===== src/rtl/pll_rst_pkg.sv =====
// Shared types and constants for the PLL reset sequencer.
package pll_rst_pkg;

    typedef enum logic [1:0] {
        PLL_RST   = 2'd0,
        WAIT_LOCK = 2'd1,
        STABLE    = 2'd2,
        RUN       = 2'd3
    } pll_state_e;

    localparam int RETRY_W = 8;

    localparam int DEF_RST_PULSE_CYCLES    = 16;
    localparam int DEF_LOCK_STABLE_CYCLES  = 1024;
    localparam int DEF_LOCK_TIMEOUT_CYCLES = 65536;

    localparam int CNT_W_MIN = 17;

    // Width able to count up to (largest parameter - 1), never below CNT_W_MIN.
    function automatic int cnt_width(input int a, input int b, input int c);
        int m;
        int w;
        m = a;
        if (b > m) m = b;
        if (c > m) m = c;
        w = $clog2(m);
        return (w < CNT_W_MIN) ? CNT_W_MIN : w;
    endfunction

endpackage


===== src/rtl/sync_2ff.sv =====
// Single-bit two-flop synchronizer, asynchronous reset to 0.
module sync_2ff (
    input  logic clk,
    input  logic rst,
    input  logic d,
    output logic q
);

    logic s1;

    // Two back-to-back flops to settle metastability on the async input.
    always_ff @(posedge clk or posedge rst) begin
        if (rst) begin
            s1 <= 1'b0;
            q  <= 1'b0;
        end else begin
            s1 <= d;
            q  <= s1;
        end
    end

endmodule


===== src/rtl/pll_reset_ctrl.sv =====
// PLL reset sequencer: pulses pll_areset, filters locked, then releases
// sys_reset. Lock loss or soft_reset restarts the sequence.
// Optional build macro PLL_RESET_WATCHDOG_EN adds a lock timeout that
// restarts the PLL if WAIT_LOCK+STABLE lasts too long.
module pll_reset_ctrl
    import pll_rst_pkg::*;
#(
    parameter int RST_PULSE_CYCLES    = DEF_RST_PULSE_CYCLES,
    parameter int LOCK_STABLE_CYCLES  = DEF_LOCK_STABLE_CYCLES,
    parameter int LOCK_TIMEOUT_CYCLES = DEF_LOCK_TIMEOUT_CYCLES
) (
    input  logic               inclk0,
    input  logic               areset,
    input  logic               pll_locked,
    input  logic               soft_reset,
    output logic               pll_areset,
    output logic               sys_reset,
    output logic [RETRY_W-1:0] retry_cnt,
    output logic [1:0]         state
);

    localparam int CW = cnt_width(RST_PULSE_CYCLES, LOCK_STABLE_CYCLES, LOCK_TIMEOUT_CYCLES);
    localparam logic [CW-1:0] RST_LAST = CW'(RST_PULSE_CYCLES - 1);
    localparam logic [CW-1:0] STB_LAST = CW'(LOCK_STABLE_CYCLES - 1);
    localparam logic [RETRY_W-1:0] RETRY_MAX = '1;

    pll_state_e     state_q, state_d;
    logic [CW-1:0]  cnt_q, cnt_d;
    logic           retry_inc;
    logic           locked_s;

    sync_2ff u_lock_sync (
        .clk (inclk0),
        .rst (areset),
        .d   (pll_locked),
        .q   (locked_s)
    );

`ifdef PLL_RESET_WATCHDOG_EN
    localparam logic [CW-1:0] TO_LAST = CW'(LOCK_TIMEOUT_CYCLES - 1);

    logic [CW-1:0] wd_q;
    logic          wd_hit;

    // Timeout counter: zeroed while the PLL is held in reset, runs during
    // WAIT_LOCK and STABLE (glitch returns to WAIT_LOCK do not clear it).
    always_ff @(posedge inclk0 or posedge areset) begin
        if (areset)
            wd_q <= '0;
        else if (state_q == PLL_RST)
            wd_q <= '0;
        else if (state_q == WAIT_LOCK || state_q == STABLE)
            wd_q <= wd_q + CW'(1);
    end

    assign wd_hit = (wd_q == TO_LAST);
`endif

    // Next-state and shared counter; soft_reset overrides everything.
    always_comb begin
        state_d   = state_q;
        cnt_d     = cnt_q;
        retry_inc = 1'b0;
        if (soft_reset) begin
            state_d   = PLL_RST;
            cnt_d     = '0;
            retry_inc = 1'b1;
        end else begin
            case (state_q)
                PLL_RST: begin
                    if (cnt_q == RST_LAST) begin
                        state_d = WAIT_LOCK;
                        cnt_d   = '0;
                    end else begin
                        cnt_d = cnt_q + CW'(1);
                    end
                end
                WAIT_LOCK: begin
                    cnt_d = '0;
                    if (locked_s) state_d = STABLE;
                end
                STABLE: begin
                    if (!locked_s) begin
                        state_d = WAIT_LOCK;
                        cnt_d   = '0;
                    end else if (cnt_q == STB_LAST) begin
                        state_d = RUN;
                        cnt_d   = '0;
                    end else begin
                        cnt_d = cnt_q + CW'(1);
                    end
                end
                RUN: begin
                    cnt_d = '0;
                    if (!locked_s) begin
                        state_d   = PLL_RST;
                        retry_inc = 1'b1;
                    end
                end
                default: begin
                    state_d = PLL_RST;
                    cnt_d   = '0;
                end
            endcase
`ifdef PLL_RESET_WATCHDOG_EN
            // Timeout loses only to a simultaneous STABLE->RUN release.
            if (wd_hit && (state_q == WAIT_LOCK || state_q == STABLE) && state_d != RUN) begin
                state_d   = PLL_RST;
                cnt_d     = '0;
                retry_inc = 1'b1;
            end
`endif
        end
    end

    // State, counter and registered outputs; outputs follow the next state so
    // sys_reset/pll_areset change on the same edge as the transition.
    always_ff @(posedge inclk0 or posedge areset) begin
        if (areset) begin
            state_q    <= PLL_RST;
            cnt_q      <= '0;
            pll_areset <= 1'b1;
            sys_reset  <= 1'b1;
            retry_cnt  <= '0;
        end else begin
            state_q    <= state_d;
            cnt_q      <= cnt_d;
            pll_areset <= (state_d == PLL_RST);
            sys_reset  <= (state_d != RUN);
            if (retry_inc && retry_cnt != RETRY_MAX)
                retry_cnt <= retry_cnt + RETRY_W'(1);
        end
    end

    assign state = state_q;

endmodule


===== config.mk =====
export PLATFORM = sky130hd
export DESIGN_NAME = pll_reset_ctrl
export DESIGN_NICKNAME = d
export VERILOG_FILES = /design/src/rtl/pll_rst_pkg.sv /design/src/rtl/sync_2ff.sv /design/src/rtl/pll_reset_ctrl.sv
export SDC_FILE = /design/constraint.sdc
export NUM_CORES = 1
export LEC_CHECK = 0
export ABC_CLOCK_PERIOD_IN_PS = 5150
export BUFFER_PORTS_ARGS = -buffer_cell sky130_fd_sc_hd__buf_2
export CAP_MARGIN = 25
export CORE_MARGIN = 4
export CORE_UTILIZATION = 50
export CTS_CLUSTER_DIAMETER = 80
export CTS_CLUSTER_SIZE = 40
export DETAILED_ROUTE_END_ITERATION = 7
export GPL_TIMING_DRIVEN = 0
export PLACE_DENSITY = 0.69
export SETUP_SLACK_MARGIN = 0.1
export SLEW_MARGIN = 10
export SYNTH_ARGS = -nofsm -noshare
export SYNTH_HDL_FRONTEND = slang
export SYNTH_SLANG_ARGS = --single-unit

===== constraint.sdc =====
create_clock -name inclk0 -period 5.15 [get_ports inclk0]
set_clock_uncertainty 0.1 [all_clocks]
set_input_delay 0.2575 -clock inclk0 [delete_from_list [all_inputs] [get_ports inclk0]]
set_output_delay 0.2575 -clock inclk0 [all_outputs]
set_load 0.005 [all_outputs]

==> results.sh <==
export IMPL_status="finished clean"
export IMPL_nNetsFinal=174
export IMPL_grt_pass1_vias=1186
export IMPL_fin_util_pct=60.6
export IMPL_vias_per_cell=5.23
export IMPL_yosys_area_top_type_share_pct=45.3
export IMPL_p_leak_nw=0.771
export IMPL_slowest_delay_ps=400
export IMPL_die_w_um=64.6
export IMPL_setup_viol=0
export IMPL_synth_nets=149
export IMPL_pwr_share_comb_pct=20.4
export IMPL_drc=0
export IMPL_path_class="reg -> reg"
export IMPL_maxSlewHeadroom_pct=59.0
export IMPL_synth_largest_area_cell="dfrtp_1"
export IMPL_numCtsBuffers=5
export IMPL_ys_flop_type="dfrtp_1"
export IMPL_cpMaxStageDelayCell="dfrtp_1"
export IMPL_yosysMostFrequentCell="dfrtp_1"
export IMPL_critical_path_max_fanout=10
export IMPL_dp_hpwl_um=2140
export IMPL_grt_ovfl_total=0
export IMPL_synth_cell_types=41
export IMPL_drv_cap=0
export IMPL_portBuffers=15
export IMPL_synth_avg_cell_area_um2=11.2
export IMPL_instances_no_fill=213
export IMPL_grt_pass1_wl_um=5330
export IMPL_synth_adder_area_share_pct=1.56
export IMPL_async_flop_share_pct=100
export IMPL_die_h_um=64.6
export IMPL_synthTopCellsByCount="dfrtp_1, xor2_1, nand2_1, nor2_2"
export IMPL_peakVddDrop_v=0.000253
export IMPL_diodes=0
export IMPL_core_mm2=0.00305
export IMPL_rsz0062_at_grt="no"
export IMPL_cts_clk_slew_worst_paths_ps=110
export IMPL_track_usage_pct=16.6
export IMPL_layout_drive_gt1_share_pct=27.2
export IMPL_p_seq_share_pct=52.3
export IMPL_ys_seq_area_share_pct=48.6
export IMPL_syn2layout_area_growth_pct=15.4
export IMPL_synthXorXnorAreaFrac_pct=9.29
export IMPL_fmax_mhz=480
export IMPL_synth_top_family_by_area="simple AND/OR/NAND/NOR gates"
export IMPL_critPathRequiredTime_ps=5270
export IMPL_synthMuxAreaShare_pct=2.03
export IMPL_p_switching_mw=0.177
export IMPL_grt_start_max_net_pins=19
export IMPL_routed_wl_um=2860
export IMPL_yosys_warnings=0
export IMPL_min_period_ps=2080
export IMPL_crit_path_start_kind="register"
export IMPL_synth_cells=143
export IMPL_power_density_mw_per_mm2=323
export IMPL_placementRows=20
export IMPL_tritoncts="done"
export IMPL_place_congestion=0.795
export IMPL_first_pass_iters=4
export IMPL_antenna_found_initial=0
export IMPL_cp_arrival_ps=2200
export IMPL_finalCritPeriodShare_pct=40.4
export IMPL_antenna_left=0
export IMPL_drtIter0Drc=59
export IMPL_clk_insertion_delay_late_ps=330
export IMPL_synth_edf_count=0
export IMPL_end_kind="register"
export IMPL_yosys_area_share_simple_pct=28.6
export IMPL_clockBufferDepth=2
export IMPL_synth_area_leaders="dfrtp_1, xor2_1, nor2_2"
export IMPL_die_area_mm2=0.00418
export IMPL_finalHoldViolCount=0
export IMPL_root_buffer="clkbuf_4"
export IMPL_start_util_pct=52.5
export IMPL_cts_sinks=31
export IMPL_tns_ps=0
export IMPL_path_cells="ha_1 > buf_4 > nor4b_4 > nand4_1 > a32oi_4 > buf_8 > nor2_2"
export IMPL_drv_slew=0
export IMPL_p_int_mw=0.421
export IMPL_wl_per_cell_um=13.4
export IMPL_htree_levels=2
export IMPL_vias=1113
export IMPL_synth_compound_area_share_pct=7.57
export IMPL_clkPwrFrac_pct=27.3
export IMPL_hp_class="in -> reg"
export IMPL_io_pins=16
export IMPL_syn_area_mm2=0.00160
export IMPL_tightest_slew_ps=614
export IMPL_place_inst=203
export IMPL_total_power_mw=0.598
export IMPL_synth_seq_cells=31
export IMPL_p_sw_share_pct=29.6
export IMPL_post_cts_buffers=0
## cell type report
class / instances / area (um^2)
multi-input combinational: 107 / 787
sequential: 31 / 778
clock buffer: 8 / 68.8
buffer: 3 / 30.0
timing repair buffer: 18 / 123
tap: 44 / 55.1
inverter: 2 / 7.51
fill: 269 / 1200
## final timing paths
kind | startpoint | end | slack, ps | depth (start not counted)
setup / recovery | cnt_q[0]$_DFF_PP0_ | cnt_q[7]$_DFF_PP0_ | 3070 | 7
min in group asynchronous | areset | retry_cnt[3]$_DFFE_PP0P_ | 450 | 3
max in group asynchronous | areset | sys_reset$_DFF_PP1_ | 3920 | 4
hold / removal | soft_reset | state[1]$_DFF_PP0_ | 50 | 2
hold reg to reg | u_lock_sync.s1$_DFF_PP0_ | u_lock_sync.q$_DFF_PP0_ | 270 | 0
setup reg to reg | cnt_q[0]$_DFF_PP0_ | cnt_q[7]$_DFF_PP0_ | 3070 | 7
## metrics by stage
stage / hold slack, ps / setup WS [ps] / instance area [um^2]
floorplan: 189 / 3300 / 1600
global placement: 234 / 3080 / 1730
detailed placement: 246 / 3040 / 1760
CTS: 45.5 / 3040 / 1850
global route: 51.9 / 2900 / 1850
finish: 52.3 / 3070 / 1850
## cell usage in the layout, fill, tap and decap left out, types with 3 or more instances in the layout
| cell | n |
|---|---|
| nand3_1 | 9 |
| clkbuf_4 | 5 |
| buf_2 | 15 |
| nor2_1 | 7 |
| xor2_1 | 12 |
| dfrtp_1 | 29 |
| nor2_2 | 10 |
| nor3_1 | 3 |
| nand4_1 | 9 |
| a21oi_1 | 5 |
| xnor2_1 | 5 |
| nand2_1 | 10 |
## timing repair
item | CTS | global route
gates resized for setup | 0 | 0
hold buffers | 2 | 0
hold endpoints to repair | 14 | 0
## state kept, by name (all words and copies together), names as in the netlist
name	cells
sys_reset	1
u_lock_sync.s1	1
u_lock_sync.q	1
retry_cnt	8
cnt_q	17
state	2
pll_areset	1
## critical path, delay by kind of cell (launching register included)
family | cells | cell delay, ps
AOI/OAI and AO/OA | 1 | 380
DFF | 1 | 400
and+or+nand+nor | 3 | 550
buffers and inverters | 2 | 380
adders and majority gates | 1 | 170
## layer usage
metal	up-vias	GRT usage, %	wire [um]
met1	531	21.6	1440
met3	4	4.16	80
met2	16	26.2	1300
li1	562	-	-
met4	0	7.12	46
met5	-	0	0
## logic make-up after synthesis
family / count (synthesis)
muxes: 3
buffers and inverters: 5
AOI/OAI and AO/OA: 15
xor gates and xnor gates: 17
DFF: 31
adders and majority gates: 2
and+or+nand+nor: 70
## power by group through the flow
| stage | Combinational (mW) | Clock [mW] | Sequential (mW) |
|---|---|---|---|
| 2_1_floorplan | 0.0717 | 0 | 0.316 |
| 5_1_grt | 0.139 | 0.181 | 0.321 |
| 3_5_place_dp | 0.123 | 0 | 0.319 |
| 3_3_place_gp | 0.118 | 0 | 0.316 |
| 4_1_cts | 0.125 | 0.168 | 0.314 |
| 6_report | 0.122 | 0.163 | 0.313 |
Note: power is estimated with default switching activity, not from simulation.
